## src/rtl/blitter_pkg.sv

```systemverilog
// Shared address map, STATUS layout and sequencer states for the blitter command queue.
// No timing of its own; the byte-merge helper is pure combinational.
package blitter_pkg;

    localparam logic [4:0] ADDR_STATUS = 5'd16;
    localparam logic [4:0] ADDR_DONE   = 5'd17;
    localparam logic [4:0] ADDR_CTRL   = 5'd18;
    localparam logic [4:0] ADDR_SRST   = 5'd31;

    localparam int ST_EMPTY = 16;
    localparam int ST_FULL  = 17;
    localparam int ST_OVF   = 18;
    localparam int ST_BUSY  = 19;

    typedef enum logic [1:0] {
        IDLE      = 2'd0,
        ISSUE     = 2'd1,
        WAIT_DONE = 2'd2
    } blit_state_e;

    function automatic logic [31:0] be_merge(input logic [31:0] old_w,
                                             input logic [31:0] new_w,
                                             input logic [3:0]  be);
        logic [31:0] m;
        m = old_w;
        for (int b = 0; b < 4; b++) begin
            if (be[b]) m[8*b +: 8] = new_w[8*b +: 8];
        end
        return m;
    endfunction

endpackage

```

## src/rtl/blit_cmd_fifo.sv

```systemverilog
// Synchronous FIFO of command words; head is combinational from storage, push/pop take effect on the edge.
// No internal backpressure: the caller must not push when full unless it pops in the same cycle.
module blit_cmd_fifo #(
    parameter int DEPTH = 16,
    parameter int WIDTH = 64,
    localparam int AW = $clog2(DEPTH),
    localparam int CW = AW + 1
) (
    input  logic             clk_i,
    input  logic             rst_i,
    input  logic             push_i,
    input  logic             pop_i,
    input  logic [WIDTH-1:0] wdata_i,
    output logic [WIDTH-1:0] rdata_o,
    output logic [CW-1:0]    count_o,
    output logic             full_o,
    output logic             empty_o
);

    logic [WIDTH-1:0] mem_q [DEPTH];
    logic [AW-1:0]    head_q, head_d;
    logic [AW-1:0]    tail_q, tail_d;
    logic [CW-1:0]    count_q, count_d;

    always_comb begin
        head_d  = head_q;
        tail_d  = tail_q;
        count_d = count_q;
        if (push_i) tail_d = tail_q + 1'b1;
        if (pop_i)  head_d = head_q + 1'b1;
        if (push_i && !pop_i)      count_d = count_q + 1'b1;
        else if (!push_i && pop_i) count_d = count_q - 1'b1;
    end

    always_ff @(posedge clk_i) begin
        if (rst_i) begin
            head_q  <= '0;
            tail_q  <= '0;
            count_q <= '0;
        end else begin
            head_q  <= head_d;
            tail_q  <= tail_d;
            count_q <= count_d;
        end
    end

    // Storage is not reset; consumers only look at it while count is non-zero.
    always_ff @(posedge clk_i) begin
        if (push_i) mem_q[tail_q] <= wdata_i;
    end

    assign rdata_o = mem_q[head_q];
    assign count_o = count_q;
    assign full_o  = (count_q == CW'(DEPTH));
    assign empty_o = (count_q == '0);

endmodule

```

## src/rtl/avalon_blitter_queue.sv

```systemverilog
// Avalon-MM staged command queue feeding the blitter; 0-cycle reads, commit-to-CMD_VALID 2 cycles.
// Blitter side is valid/ready with one command outstanding; commits into a full queue are dropped and flagged.
module avalon_blitter_queue
    import blitter_pkg::*;
#(
    parameter int DEPTH     = 16,
    parameter int CMD_WORDS = 2
) (
    input  logic                    CLOCK,
    input  logic                    Hard_RESET,
    input  logic                    AVL_READ,
    input  logic                    AVL_WRITE,
    input  logic                    AVL_CS,
    input  logic [3:0]              AVL_BYTE_EN,
    input  logic [4:0]              AVL_ADDR,
    input  logic [31:0]             AVL_WRITEDATA,
    output logic [31:0]             AVL_READDATA,
    output logic                    CMD_VALID,
    output logic [32*CMD_WORDS-1:0] CMD_DATA,
    input  logic                    CMD_READY,
    input  logic                    BLIT_DONE,
    output logic                    QUEUE_IRQ,
    output logic [31:0]             EXPORT_STATUS
);

    localparam int         CNT_W     = $clog2(DEPTH) + 1;
    localparam int         CMD_W     = 32 * CMD_WORDS;
    localparam logic [4:0] LAST_WORD = 5'(CMD_WORDS - 1);

    logic              wr, rd, srst, rst;
    logic              commit, push_ok, pop, ovf_set, ctrl_wr;
    logic [31:0]       stage_q [CMD_WORDS];
    logic [31:0]       stage_d [CMD_WORDS];
    logic [CMD_W-1:0]  cmd_packed, head_dat;
    logic [CNT_W-1:0]  fifo_count, cnt_after;
    logic              fifo_full, fifo_empty;
    blit_state_e       state_q, state_d;
    logic [31:0]       done_cnt_q;
    logic              ovf_q, ovf_d;
    logic              irq_en_q, irq_en_d;
    logic              irq_q;
    logic [31:0]       status, rdata;

    assign wr      = AVL_CS & AVL_WRITE;
    assign rd      = AVL_CS & AVL_READ;
    assign srst    = wr && (AVL_ADDR == ADDR_SRST);
    assign rst     = Hard_RESET | srst;
    assign ctrl_wr = wr && (AVL_ADDR == ADDR_CTRL);
    assign commit  = wr && (AVL_ADDR == LAST_WORD);
    assign pop     = (state_q == ISSUE) && CMD_READY;
    // A same-cycle pop frees the slot the commit lands in, so full only blocks when nothing leaves.
    assign push_ok = commit && (!fifo_full || pop);
    assign ovf_set = commit && fifo_full && !pop;

    always_comb begin
        cmd_packed = '0;
        for (int w = 0; w < CMD_WORDS; w++) begin
            stage_d[w] = stage_q[w];
            if (wr && (AVL_ADDR == 5'(w)))
                stage_d[w] = be_merge(stage_q[w], AVL_WRITEDATA, AVL_BYTE_EN);
            cmd_packed[CMD_W-1-32*w -: 32] = stage_d[w];
        end
    end

    blit_cmd_fifo #(
        .DEPTH (DEPTH),
        .WIDTH (CMD_W)
    ) u_fifo (
        .clk_i   (CLOCK),
        .rst_i   (rst),
        .push_i  (push_ok),
        .pop_i   (pop),
        .wdata_i (cmd_packed),
        .rdata_o (head_dat),
        .count_o (fifo_count),
        .full_o  (fifo_full),
        .empty_o (fifo_empty)
    );

    always_comb begin
        cnt_after = fifo_count;
        if (push_ok && !pop)      cnt_after = fifo_count + 1'b1;
        else if (!push_ok && pop) cnt_after = fifo_count - 1'b1;
    end

    always_comb begin
        state_d = state_q;
        unique case (state_q)
            IDLE:      if (fifo_count != '0) state_d = ISSUE;
            ISSUE:     if (CMD_READY) state_d = WAIT_DONE;
            WAIT_DONE: if (BLIT_DONE) state_d = (cnt_after != '0) ? ISSUE : IDLE;
            default:   state_d = IDLE;
        endcase
    end

    always_comb begin
        ovf_d    = ovf_q;
        irq_en_d = irq_en_q;
        if (ctrl_wr) begin
            if (AVL_WRITEDATA[0]) ovf_d = 1'b0;
            irq_en_d = AVL_WRITEDATA[1];
        end
        if (ovf_set) ovf_d = 1'b1;
    end

    always_ff @(posedge CLOCK) begin
        if (rst) begin
            state_q    <= IDLE;
            done_cnt_q <= '0;
            ovf_q      <= 1'b0;
            irq_en_q   <= 1'b0;
            irq_q      <= 1'b0;
            for (int w = 0; w < CMD_WORDS; w++) stage_q[w] <= '0;
        end else begin
            state_q  <= state_d;
            ovf_q    <= ovf_d;
            irq_en_q <= irq_en_d;
            if ((state_q == WAIT_DONE) && BLIT_DONE) done_cnt_q <= done_cnt_q + 1'b1;
            // Built from next-state values so the flop always equals irq_en & empty & idle.
            irq_q <= irq_en_d && (cnt_after == '0) && (state_d == IDLE);
            for (int w = 0; w < CMD_WORDS; w++) stage_q[w] <= stage_d[w];
        end
    end

    always_comb begin
        status                = '0;
        status[CNT_W-1:0]     = fifo_count;
        status[ST_EMPTY]      = fifo_empty;
        status[ST_FULL]       = fifo_full;
        status[ST_OVF]        = ovf_q;
        status[ST_BUSY]       = (state_q != IDLE);
    end

    always_comb begin
        rdata = '0;
        for (int w = 0; w < CMD_WORDS; w++) begin
            if (AVL_ADDR == 5'(w)) rdata = stage_q[w];
        end
        if (AVL_ADDR == ADDR_STATUS) rdata = status;
        if (AVL_ADDR == ADDR_DONE)   rdata = done_cnt_q;
        if (AVL_ADDR == ADDR_CTRL)   rdata = {30'd0, irq_en_q, 1'b0};
    end

    assign AVL_READDATA  = rd ? rdata : 32'd0;
    assign CMD_VALID     = (state_q == ISSUE);
    assign CMD_DATA      = CMD_VALID ? head_dat : '0;
    assign QUEUE_IRQ     = irq_q;
    assign EXPORT_STATUS = status;

endmodule

```

## config.mk

```make
export PLATFORM = sky130hd
export DESIGN_NAME = avalon_blitter_queue
export DESIGN_NICKNAME = d
export VERILOG_FILES = /design/src/rtl/blitter_pkg.sv /design/src/rtl/blit_cmd_fifo.sv /design/src/rtl/avalon_blitter_queue.sv
export SDC_FILE = /design/constraint.sdc
export NUM_CORES = 1
export LEC_CHECK = 0
export CAP_MARGIN = 30
export CORE_AREA = 2 2 289 291
export CTS_BUF_LIST = sky130_fd_sc_hd__clkbuf_2 sky130_fd_sc_hd__clkbuf_4 sky130_fd_sc_hd__clkbuf_8
export DETAILED_ROUTE_END_ITERATION = 16
export DIE_AREA = 0 0 291 293
export PLACE_DENSITY_LB_ADDON = 0.12
export SETUP_SLACK_MARGIN = 0.4
export SYNTH_ARGS = -nofsm -noshare
export SYNTH_HDL_FRONTEND = slang
export SYNTH_HIERARCHICAL = 1
export SYNTH_SLANG_ARGS = --single-unit
```

## constraint.sdc

```tcl
create_clock -name CLOCK -period 10.1 [get_ports CLOCK]
set_input_delay 2.02 -clock CLOCK [delete_from_list [all_inputs] [get_ports CLOCK]]
set_output_delay 2.02 -clock CLOCK [all_outputs]
set_load 0.01 [all_outputs]
```

## After elaboration in Yosys (flattened, before gate mapping)

Memories as Yosys holds them, arrays and structs flattened. A register that Yosys moved wholly into a read port is not among the register bits.
Cells that the tools add are included.

| operators by class | value |
|---|---|
| equality and inequality tests | 8 |
| bitwise operators | 5 |
| reductions and logical operators | 28 |
| $add $sub $neg | 5 |
| multiplexer cells | 37 |

Operators by type and width:

| kind | count |
|---|---|
| 2-to-1 mux 32 bit | 10 |
| 2-to-1 mux 64 bit | 1 |
| 2-to-1 mux 8 bit | 8 |
| adder 32 x 1 -> 32 bit (second input constant) | 1 |
| == test 5 bit (second input constant) | 5 |
| logical NOT 5 bit | 3 |
| logical AND 1 bit | 13 |
| 2-to-1 mux 1 bit | 10 |
| 2-to-1 mux 5 bit | 2 |
| nonzero test 5 bit | 2 |
| adder 4 x 1 -> 4 bit (second input constant) | 2 |
| 2-to-1 mux 4 bit | 2 |
| 2-to-1 mux 2 bit | 3 |
| case mux 2 bit (3 select lines) | 1 |
| nonzero test 2 bit | 3 |
| adder 5 x 1 -> 5 bit (second input constant) | 1 |
| == test 5 x 1 -> 1 bit (second input constant) | 1 |
| subtractor 5 x 1 -> 5 bit (second input constant) | 1 |
| logical NOT 2 bit | 2 |
| logical NOT 1 bit | 3 |
| OR 1 bit | 3 |
| bitwise AND 1 bit | 2 |
| == test 2 x 1 -> 1 bit (second input constant) | 1 |
| == test 2 bit (second input constant) | 1 |
| other kinds (2) | 2 |

| word-level totals | value |
|---|---|
| bits in writable memories | 1088 |
| logic and storage cells | 93 |
| input port bits | 48 |
| output and inout bits | 130 |
| memories | 2 |
| bits in registers | 50 |

Memory list:

| name | depth | bits a word | read ports | clocked after Yosys merged registers in | wr ports | RTL line | RTL |
|---|---|---|---|---|---|---|---|
| u_fifo.mem_q | 16 | 64 | 1 | 1 | 1 | blit_cmd_fifo.sv:20 | `logic [WIDTH-1:0] mem_q [DEPTH];` |
| stage_q | 2 | 32 | 2 | 0 | 2 | avalon_blitter_queue.sv:32 | `logic [31:0] stage_q [CMD_WORDS];` |

## Logic depth before layout (Yosys ltp)

| depth | value |
|---|---|
| word-level depth | 14 |
| depth in mapped cells | 11 |

## Modules after synthesis

Netlist, hierarchy kept.

Modules (own cells, without submodules):

| module | cells each | times used | area each (um^2) | seq. area each (um^2) |
|---|---|---|---|---|
| blit_cmd_fifo | 1668 | 1 | 39117.5 | 31089.8 |
| avalon_blitter_queue | 648 | 1 | 5686.7 | 2021.9 |

## Worst setup path before layout

OpenSTA, ideal clock, no wires.

| timing | value |
|---|---|
| path type | input port to flip-flop |
| from | input port AVL_ADDR[1] |
| to | memory u_fifo.mem_q[0][0], enable pin |
| setup time | 429 ps |
| arrival time | 5334 ps |
| stages | 7 |
| required time | 9671 ps |
| setup slack | 4337 ps |
| path through | or4b_4 -> nor3_4 -> buf_6 -> a21boi_0 -> clkbuf_1 -> nor3b_1 -> and2_1 |

| between the ends | value |
|---|---|
| longest elaborated chain between the ends | 5 |

Ends and longest elaborated chain:

| what | RTL line | RTL |
|---|---|---|
| start, declared | avalon_blitter_queue.sv:15 | `input logic [4:0] AVL_ADDR,` |
| == test 5 x 1 -> 1 bit | avalon_blitter_queue.sv:49 | `assign commit = wr && (AVL_ADDR == LAST_WORD);` |
| logical AND 1 bit | avalon_blitter_queue.sv:49 |  |
| logical AND 1 bit | avalon_blitter_queue.sv:52 | `assign push_ok = commit && (!fifo_full \|\| pop);` |
| named net push_ok | avalon_blitter_queue.sv:31 | `logic commit, push_ok, pop, ovf_set, ctrl_wr;` |
| 2-to-1 mux 1 bit | blit_cmd_fifo.sv:49 | `if (push_i) mem_q[tail_q] <= wdata_i;` |
| 2-to-1 mux 1 bit (implied by the code) | blit_cmd_fifo.sv:49 |  |
| end, declared | blit_cmd_fifo.sv:20 |  |

The timed path passes the listed nets, and every way through them passes these cells.

## Final worst setup path

| timing | value |
|---|---|
| from | input port AVL_ADDR[4] |
| to | output port AVL_READDATA[19] |

| between the ends | value |
|---|---|
| longest elaborated chain between the ends | 7 |

Ends and longest elaborated chain:

| what | RTL line | RTL |
|---|---|---|
| logical NOT 5 bit | avalon_blitter_queue.sv:137 | `if (AVL_ADDR == 5'(w)) rdata = stage_q[w];` |
| 2-to-1 mux 32 bit (2 in series) | avalon_blitter_queue.sv:137 |  |
| 2-to-1 mux 32 bit | avalon_blitter_queue.sv:139 | `if (AVL_ADDR == ADDR_STATUS) rdata = status;` |
| 2-to-1 mux 32 bit | avalon_blitter_queue.sv:140 | `if (AVL_ADDR == ADDR_DONE) rdata = done_cnt_q;` |
| 2-to-1 mux 32 bit (*) | avalon_blitter_queue.sv:141 | `if (AVL_ADDR == ADDR_CTRL) rdata = {30'd0, irq_en_q, 1'b0};` |
| 2-to-1 mux 32 bit (*) | avalon_blitter_queue.sv:144 | `assign AVL_READDATA = rd ? rdata : 32'd0;` |
| end, declared | avalon_blitter_queue.sv:17 | `output logic [31:0] AVL_READDATA,` |

Every way passes the cells marked *; elsewhere a longest branch is shown, timed or not.

==> impl_results.md <==
* Status: finished, final reports clean
* Final Util at 62.6%
* Min-Delay Path Class: reg -> reg
* DR vias at 23800
* Worst reg2reg path startpoint: state_q[0]
* Main synth FF type: edfxtp_1
* Flop pwr share at 50.9%
* Via density at 6.26
* Final setup fails at 0
* Static Leak at 15.3 nW
* Post-synth top cells: 1024 x edfxtp_1, 256 x mux4_2, 153 x a22oi_1
* # resized after CTS at 0
* WHS Endpoint: ovf_q
* Number of flops mapped to enable cells by yosys at 1024
* I/O Buffers at 154
* Met3 Wirelength at 11.0 mm
* Area grow syn2layout at 14.3%
* GRT Total Usage at 27.2%
* First-pass GRT wire length at 166 mm
* Final nets at 2629
* Drt initial violations at 2710
* Core Rows at 105
* Highest clock rate at 134 MHz
* P_sw at 0.00234 W
* Core ar. at 81800 µm²
* Worst-Margin Slew at 1.08 ns
* Num CTS Buffers at 179
* Register area at 33100 µm²
* CP Data Arrival Time at 5.42 ns
* Per-cell routed wire length at 30.2 µm
* Synth warn at 6
* Net Sw Frac at 23.2%
* Max-slew headroom at 28.1%
* Largest net degree at the start of global routing at 119
* Pwr Density at 196 nW/µm²
* Clk_lat worst skew at 0.82 ns
* Critical path endpoint category: output port
* M1 WL at 46.3 mm
* CP max FO at 10
* Crit path required time at 8.08 ns
* Sink Count at 1142
* Multi-input logic area at 11000 µm²
* Top-count cell post-synth: edfxtp_1
* Initial antenna violation count at 7
* Cell internal pwr at 0.00773 W
* # hold bufs at CTS at 0
* Die span in y at 293 µm
* Clk root buf: clkbuf_8
* First drt pass iteration count at 5
* TritonCTS clock tree: built
* Post-route DRC at 0
* FF-to-FF path depth at 7
* Gr ovfl total at 0
* Gpl congestion at 0.857
* Postcts setup bufs at 0
* FF+latch count, synth at 1142
* Main area contributors after synthesis: edfxtp_1 69%, mux4_2 13%, dfxtp_1 5.3%
* HPWL after detailed placement at 67.1 mm
* Worst ir drop on vdd at 0.130 mV
* Vias in the first global route at 24300
* Final Hold Viols at 0
* Share of layout cells above drive strength 1 at 25.0%
* Fin crit share at 73.7%
* # H-tree levels at 4
* Post-route ant nets at 0
* Distinct cells, synth at 57
* Hold path depth at 2
* Slew Limit Fails at 0
* Yosys top cell by area: edfxtp_1
* Setup TNS at 0 ns
* Fillers at 5672
* Aggregate routed wire length at 115 mm
* Yosys top cell area share at 68.6%
* Worst-path clk slew at 0.05 ns
* Average size of a mapped cell at 19.3 µm²
* Top layer in use: met4
* Initial Util at 54.7%
* Hold Crit Start: ovf_q
* Combinational share of power at 10.8%
* WS Path Type: in -> out
* Clock buffer depth at 3
* Post-Synthesis Cell Area at 44800 µm²
* Mapped Cells at 2316
* Ys async rst share at 0%
* Clk network pwr share at 38.3%
* RR Endpoint: u_fifo/mem_q[9][8]
* Num ports at 178
* Routed wl met2 at 54.7 mm
* Die Area at 85300 µm²
* Tmin final at 7.44 ns
* Setup Skew at 0.0389 ns
* CP Launch Type: primary input
* Die extent in x at 291 µm
* Worst R2R Setup Slack at 5.60 ns
* RSZ-0062 raised after global routing: no
* # Max-Cap Violations at 0
* Sequential fraction of the synthesis area at 73.9%
state kept, by name (all words and copies together), names as in the netlist, named ones only:
signal	count
done_cnt_q	32
irq_en_q	1
ovf_q	1
u_fifo/count_o	5
u_fifo/tail_q	4
u_fifo/head_q	4
stage_q	64
state_q	2
QUEUE_IRQ	1
u_fifo/mem_q	1024
worst max path at each step:
| stage | start | end | slack, ns | depth (start not counted) |
|---|---|---|---|---|
| 2_1_floorplan | AVL_ADDR[1] | u_fifo/mem_q[0][0] | 4.34 | 7 |
| 3_3_place_gp | AVL_ADDR[1] | AVL_READDATA[1] | 2.66 | 7 |
| 3_5_place_dp | AVL_ADDR[4] | AVL_READDATA[19] | 2.71 | 7 |
| 4_1_cts | AVL_ADDR[4] | AVL_READDATA[19] | 2.69 | 7 |
| 5_1_grt | AVL_ADDR[4] | AVL_READDATA[19] | 2.61 | 7 |
| 6_report | AVL_ADDR[4] | AVL_READDATA[19] | 2.66 | 7 |
critical path, cell delays in order:
cell and delay (ns):
clkdlybuf4s50_1 0.77, or3b_1 0.50, or3_1 0.68, o211ai_1 0.23, o21ai_0 0.24, a21oi_1 0.36, clkdlybuf4s50_1 0.61
layout make-up:
type                            instances  area share, %
Multi-Input combinational cell       1035           21.6
Timing Repair Buffer                  196           4.00
Clock buffer                          269           6.27
Sequential cell                      1142           64.7
Inverter                               14          0.103
Antenna cell                            6         0.0293
Tap cell                             1070           2.61
Clock inverter                         63          0.777
layer usage:
layer | up-vias | GRT usage, %
li1 | 9829 | -
met1 | 12600 | 38.1
met2 | 1152 | 42.7
met3 | 152 | 6.95
met4 | 0 | 8.02
met5 | - | 0
stage by stage:
step / hold slack [ns] / instances / worst slack (ns) / area, µm² / total power [W]
floorplan: 0.467 / 2338 / 4.34 / 44900 / 0.00588
global placement: 0.498 / 3448 / 2.66 / 47400 / 0.00631
detailed placement: 0.517 / 3455 / 2.71 / 47500 / 0.00632
CTS: 0.530 / 3787 / 2.69 / 51200 / 0.0102
global route: 0.561 / 3790 / 2.61 / 51200 / 0.0104
finish: 0.532 / 3795 / 2.66 / 51200 / 0.0101
power by group through the flow:
stage | Combinational [W] | Sequential, W | Clock, W
floorplan | 0.000676 | 0.00520 | 0
global placement | 0.00109 | 0.00522 | 0
detailed placement | 0.00110 | 0.00522 | 0
CTS | 0.00110 | 0.00512 | 0.00393
global route | 0.00116 | 0.00512 | 0.00413
finish | 0.00109 | 0.00512 | 0.00385
cell families after synthesis:
| logic type | count (synthesis) | share of synthesized area [%] |
|---|---|---|
| simple gates | 415 | 4.99 |
| flops | 1142 | 73.9 |
| other cells | 1 | 0.00837 |
| fa+ha+maj | 13 | 0.380 |
| buf+inv | 161 | 1.88 |
| compound gates | 215 | 3.37 |
| xor+xnor | 38 | 0.743 |
| mux | 331 | 14.7 |
placed cells by master (no fill, tap or decap), drive strengths merged, types with 8 or more instances in the layout:
cell,netlist,routed
xor2,25,25
nor2,65,65
clkinv,0,52
xnor2,13,13
conb,1,23
clkdlybuf4s50,0,154
mux2i,10,10
nand2,119,119
nor3,10,10
and3,8,8
buf,74,42
mux2,65,65
dfxtp,118,118
a22oi,153,153
edfxtp,1024,1024
clkbuf,73,269
and2,84,84
nor2b,70,70
ha,12,12
nand3,13,13
inv,14,18
a21oi,36,36
mux4,256,256
or3,8,8
Power figures use the tool's default switching activity.
